<file path="config.mk">
export PLATFORM = sky130hd
export DESIGN_NAME = stream_serializer
export DESIGN_NICKNAME = d
export VERILOG_FILES = /design/src/rtl/stream_serializer.sv
export SDC_FILE = /design/constraint.sdc
export NUM_CORES = 1
export LEC_CHECK = 0
export CAP_MARGIN = 20
export CORE_UTILIZATION = 56
export DETAILED_ROUTE_END_ITERATION = 8
export PLACE_DENSITY = 0.86
export SETUP_SLACK_MARGIN = 0.02
export SYNTH_ARGS = -nofsm -noshare
export SYNTH_HDL_FRONTEND = slang
export SYNTH_SLANG_ARGS = --single-unit
</file>
<file path="constraint.sdc">
create_clock -name clock_i -period 4.2 [get_ports clock_i]
set_clock_uncertainty 0.05 [all_clocks]
set_input_delay 0.42 -clock clock_i [delete_from_list [all_inputs] [get_ports clock_i]]
set_output_delay 0.42 -clock clock_i [all_outputs]
set_load 0.01 [all_outputs]
</file>
<file path="src/rtl/stream_serializer.sv">
// -----------------------------------------------------------------------------
// stream_serializer
//
// Width-down stream converter on the transmit side. It accepts one wide word
// per input handshake and emits it as up to Ratio narrow beats on a
// valid/ready stream. Each word carries its own beat count, and the final
// beat of each word is flagged with m_last_o. This is the counterpart of the
// receive-side byte-to-word packer.
//
// Parameters:
//   InWidth   width of the input word in bits (default 32)
//   OutWidth  width of each output beat in bits (default 8)
//   Ratio     InWidth/OutWidth, the maximum number of beats per word (derived)
//
// Ports:
//   clock_i    in   1                clock
//   reset_ni   in   1                asynchronous active-low reset
//   s_valid_i  in   1                input word valid
//   s_ready_o  out  1                input word ready (combinational from m_ready_i)
//   s_data_i   in   InWidth          input word
//   s_len_i    in   $clog2(Ratio)    beats to emit minus 1, sampled with the word
//   m_valid_o  out  1                output beat valid
//   m_ready_i  in   1                output beat ready
//   m_data_o   out  OutWidth         output beat
//   m_last_o   out  1                final beat of the current word
//
// Optional feature macro: STREAM_SERIALIZER_MSB_FIRST_EN
//   Defined   : beats leave MSB first (left shift; s_len_i counts from the top).
//   Undefined : beats leave LSB first (right shift). This is the default build.
// -----------------------------------------------------------------------------
module stream_serializer #(
    parameter int InWidth  = 32,
    parameter int OutWidth = 8
) (
    input  logic                                  clock_i,
    input  logic                                  reset_ni,
    input  logic                                  s_valid_i,
    output logic                                  s_ready_o,
    input  logic [InWidth-1:0]                    s_data_i,
    input  logic [$clog2(InWidth/OutWidth)-1:0]   s_len_i,
    output logic                                  m_valid_o,
    input  logic                                  m_ready_i,
    output logic [OutWidth-1:0]                   m_data_o,
    output logic                                  m_last_o
);

    localparam int Ratio    = InWidth / OutWidth;
    localparam int CntWidth = $clog2(Ratio);

    // Refuse to elaborate with a geometry the shift/counter scheme cannot
    // represent: the word must split evenly into a power-of-two beat count.
    if (((InWidth % OutWidth) != 0) || (Ratio < 2) || ((Ratio & (Ratio - 1)) != 0)) begin : g_param_check
        $error("stream_serializer: InWidth must be a power-of-two multiple (>=2) of OutWidth");
    end

    localparam logic [0:0] StateIdle  = 1'b0;
    localparam logic [0:0] StateShift = 1'b1;

    logic [0:0]          state_q;
    logic [InWidth-1:0]  hold_q;
    logic [InWidth-1:0]  hold_shifted;
    logic [CntWidth-1:0] cnt_q;
    logic                accept;
    logic                beat_done;

    assign m_valid_o = (state_q == StateShift);
    assign m_last_o  = m_valid_o && (cnt_q == '0);

    // Ready whenever nothing is held, or when the last beat leaves on this
    // edge, so the next word can be captured without an idle cycle.
    assign s_ready_o = !m_valid_o || (m_ready_i && m_last_o);

    assign accept    = s_valid_i && s_ready_o;
    assign beat_done = m_valid_o && m_ready_i;

    // The current beat always sits at one end of the holding register; each
    // output handshake shifts the next beat into that position.
`ifdef STREAM_SERIALIZER_MSB_FIRST_EN
    assign m_data_o     = hold_q[InWidth-1 -: OutWidth];
    assign hold_shifted = hold_q << OutWidth;
`else
    assign m_data_o     = hold_q[OutWidth-1:0];
    assign hold_shifted = hold_q >> OutWidth;
`endif

    // Word capture has priority: it can only coincide with a handshake on the
    // last beat, in which case the old word is finished anyway. The counter
    // only decrements on non-last beats, so it is non-zero and never wraps.
    always_ff @(posedge clock_i or negedge reset_ni) begin
        if (!reset_ni) begin
            state_q <= StateIdle;
            hold_q  <= '0;
            cnt_q   <= '0;
        end else if (accept) begin
            state_q <= StateShift;
            hold_q  <= s_data_i;
            cnt_q   <= s_len_i;
        end else if (beat_done) begin
            if (m_last_o) begin
                state_q <= StateIdle;
                hold_q  <= '0;
            end else begin
                hold_q <= hold_shifted;
                cnt_q  <= cnt_q - CntWidth'(1);
            end
        end
    end

endmodule
</file>
==> impl_metrics.tcl <==
set metrics [dict create \
    fin_hold_ws_ns 0.491 \
    yosys.area.top_type "dfrtp_1" \
    cts-root-buf "clkbuf_8" \
    die_h_um 67.2 \
    cp_max_fo 54 \
    grt_pass1_wl_um 8850 \
    synth_edf_count 0 \
    dr.pass1.iters 4 \
    hp-class "primary input to asynchronous set/reset pin" \
    grt_pass1_vias 1913 \
    synth_commonest_cells "35 x dfrtp_1, 25 x a21oi_1, 25 x nand2b_1, 25 x nor2_1" \
    fin_crit_ns 2.57 \
    boundaryPins 49 \
    cts_setup_buffers 0 \
    worst-path-buf-inv 3 \
    synthArstFlopShare_pct 100 \
    dpl.hpwl_um 3200 \
    synth_cell_type_count 26 \
    grt_usage_pct 25.8 \
    synth_flop_cell "dfrtp_1" \
    core_region_area_sq_um 4030 \
    p_int_uw 1110 \
    num_rows 23 \
    end_kind "output port" \
    area_growth_syn_to_layout_pct 18.3 \
    cp_data_arrival_time_ns 2.10 \
    seqPwrFrac_pct 34.5 \
    synth.avg_cell_area_sq_um 9.04 \
    viasPerCell 5.98 \
    drv_cap 0 \
    yosysWarnings 0 \
    path_cells "inv_1 -> ha_1 -> buf_4 -> nand2_1 -> nand2_1 -> clkdlybuf4s50_1" \
    vias 2039 \
    postRouteAntennaNets 0 \
    hold_viol 0 \
    drv_slew 0 \
    dieArea_sq_um 4510 \
    crit_required_ns 3.73 \
    h-tree-depth 2 \
    cts_sinks 35 \
    clk_pin_slew_ns 0.07 \
    synth.area.top_cells "dfrtp_1 37%, o211a_1 10%, o21bai_1 7.6%" \
    post-synth-top-count-cell "dfrtp_1" \
    antenna_found_initial 0 \
    cts.path.max_buffers 2 \
    fp.dieW_um 67.2 \
    rsz0062_at_grt "no" \
    drc 0 \
    synth-seq-cells 35 \
    tns_ns 0 \
    p_leak_uw 0.00127 \
    port_buffers 48 \
    power_density_nw_per_um2 630 \
    initial_utilization_pct 59.0 \
    combPwrFrac_pct 49.8 \
    timing.fmax_mhz 389 \
    status "finished clean" \
    n_antenna_cell 0 \
    synth_top_area_share_pct 36.8 \
    drive_gt1_share_pct 5.84 \
    wirelength_um 5390 \
    syn_area_sq_um 2380 \
    crit_type "register to output port" \
    insertion_delay_ns 0.29 \
    grt_overflow 0 \
    fin_crit_sh_pct 61.2 \
    ir_drop_mv 0.326 \
    wl_per_cell_um 15.8 \
    finalSetupViolations 0 \
    final_nets 329 \
    switching_power_uw 660 \
    clkPwrFrac_pct 15.6 \
    path_common_cell "nand2_1" \
    startpoint "cnt_q[0]" \
    numCtsBuffers 5 \
    grt_max_degree 55 \
    ys_seq_area_share_pct 36.8 \
    cp_slowest_cell "clkdlybuf4s50_1" \
    initialDrtViolationCount 202 \
    slew_headroom_pct 38.9 \
    cts_tree "done" \
    critPathTopFamily "buffers and inverters" \
    start_kind "register" \
    cts-resized-gates 0 \
    tightest_slew_ns 0.912 \
    sw_frac_of_total_pct 37.2 \
    cpPeakStageDelay_ns 0.55 \
    gp_congestion 0.762 \
    syn_nets 302 \
    synthCells 263 \
    r2r-start "cnt_q[0]" \
    ctsHoldBuffers 0 \
]
-- power groups by stage --
stage          Sequential (uW)  Clock (uW)  Combinational [uW]
6_report                   613         277                 884
5_1_grt                    633         298                 986
3_3_place_gp               605           0                 845
2_1_floorplan              579           0                 754
4_1_cts                    612         279                 887
3_5_place_dp               615           0                 874
-- metal layers --
metal	vias to the layer above	wire length (um)	global-route usage, %	share of wire [%]
met1	980	2480	35.1	46
met5	-	0	0	0
met2	64	2590	41.8	48
li1	988	-	-	-
met4	0	60	5.85	1.1
met3	7	260	5.57	4.8
-- cells by family after synthesis --
group	Yosys count	share of synthesized area, %
DFF	35	36.8
adders and majority gates	1	0.526
buffers and inverters	36	11.0
muxes	9	3.79
and+or+nand+nor	63	13.9
AOI/OAI and AO/OA	119	33.9
-- layout make-up --
class	count	area, sq um
Clock buffer	8	100
Timing Repair Buffer	54	526
Sequential cell	35	876
Inverter	2	7.51
Fill cell	328	1210
Tap cell	50	62.6
Multi-Input combinational cell	192	1240
-- worst register-to-register path, cell delays in order, from the launching register on --
cell,delay [ns]
dfrtp_1,0.39
inv_1,0.08
ha_1,0.18
buf_4,0.39
nor2b_2,0.84
o21ai_0,0.24
o211a_1,0.16
-- worst paths after layout --
path | cells after the start | slack (ns) | endpoint
max | 6 | 1.63 | s_ready_o
min | 2 | 0.49 | hold_q[9]
max reg2reg | 6 | 1.77 | hold_q[3]
min reg2reg | 1 | 0.54 | cnt_q[0]
max in group asynchronous | 2 | 3.27 | hold_q[25]
min in group clock_i | 1 | 0.54 | cnt_q[0]
-- through the flow --
stage          total power [uW]  cell area (sq um)  setup slack, ns  instances  utilization [%]
4_1_cts                    1780               2810             1.63        341             69.8
2_1_floorplan              1330               2380             2.54        263                -
3_3_place_gp               1450               2710             1.87        333             67.4
3_5_place_dp               1490               2710             1.81        333             67.4
6_report                   1770               2810             1.63        341             69.8
5_1_grt                    1920               2810             1.48        341             69.8
-- sequential cells by signal, summed over array words and instances (netlist names) --
name and cells:
hold_q 32, cnt_q 2, m_valid_o 1
-- cell usage in the layout (no fill, tap or decap) --
cell and n:
a21oi_1 25, a22oi_1 8, and2_1 1, and2_4 1, and3_1 2, buf_4 6, clkbuf_1 1, clkbuf_8 7
clkdlybuf4s50_1 48, dfrtp_1 35, ha_1 1, inv_1 2, mux2i_1 9, nand2_1 3, nand2b_1 25, nor2_1 25
nor2b_1 3, nor2b_2 2, nor3b_1 1, o211a_1 24, o211ai_1 2, o21ai_0 17, o21ai_1 18, o21bai_1 24
o221a_2 1
No activity file was read; power rests on OpenSTA's default activity.
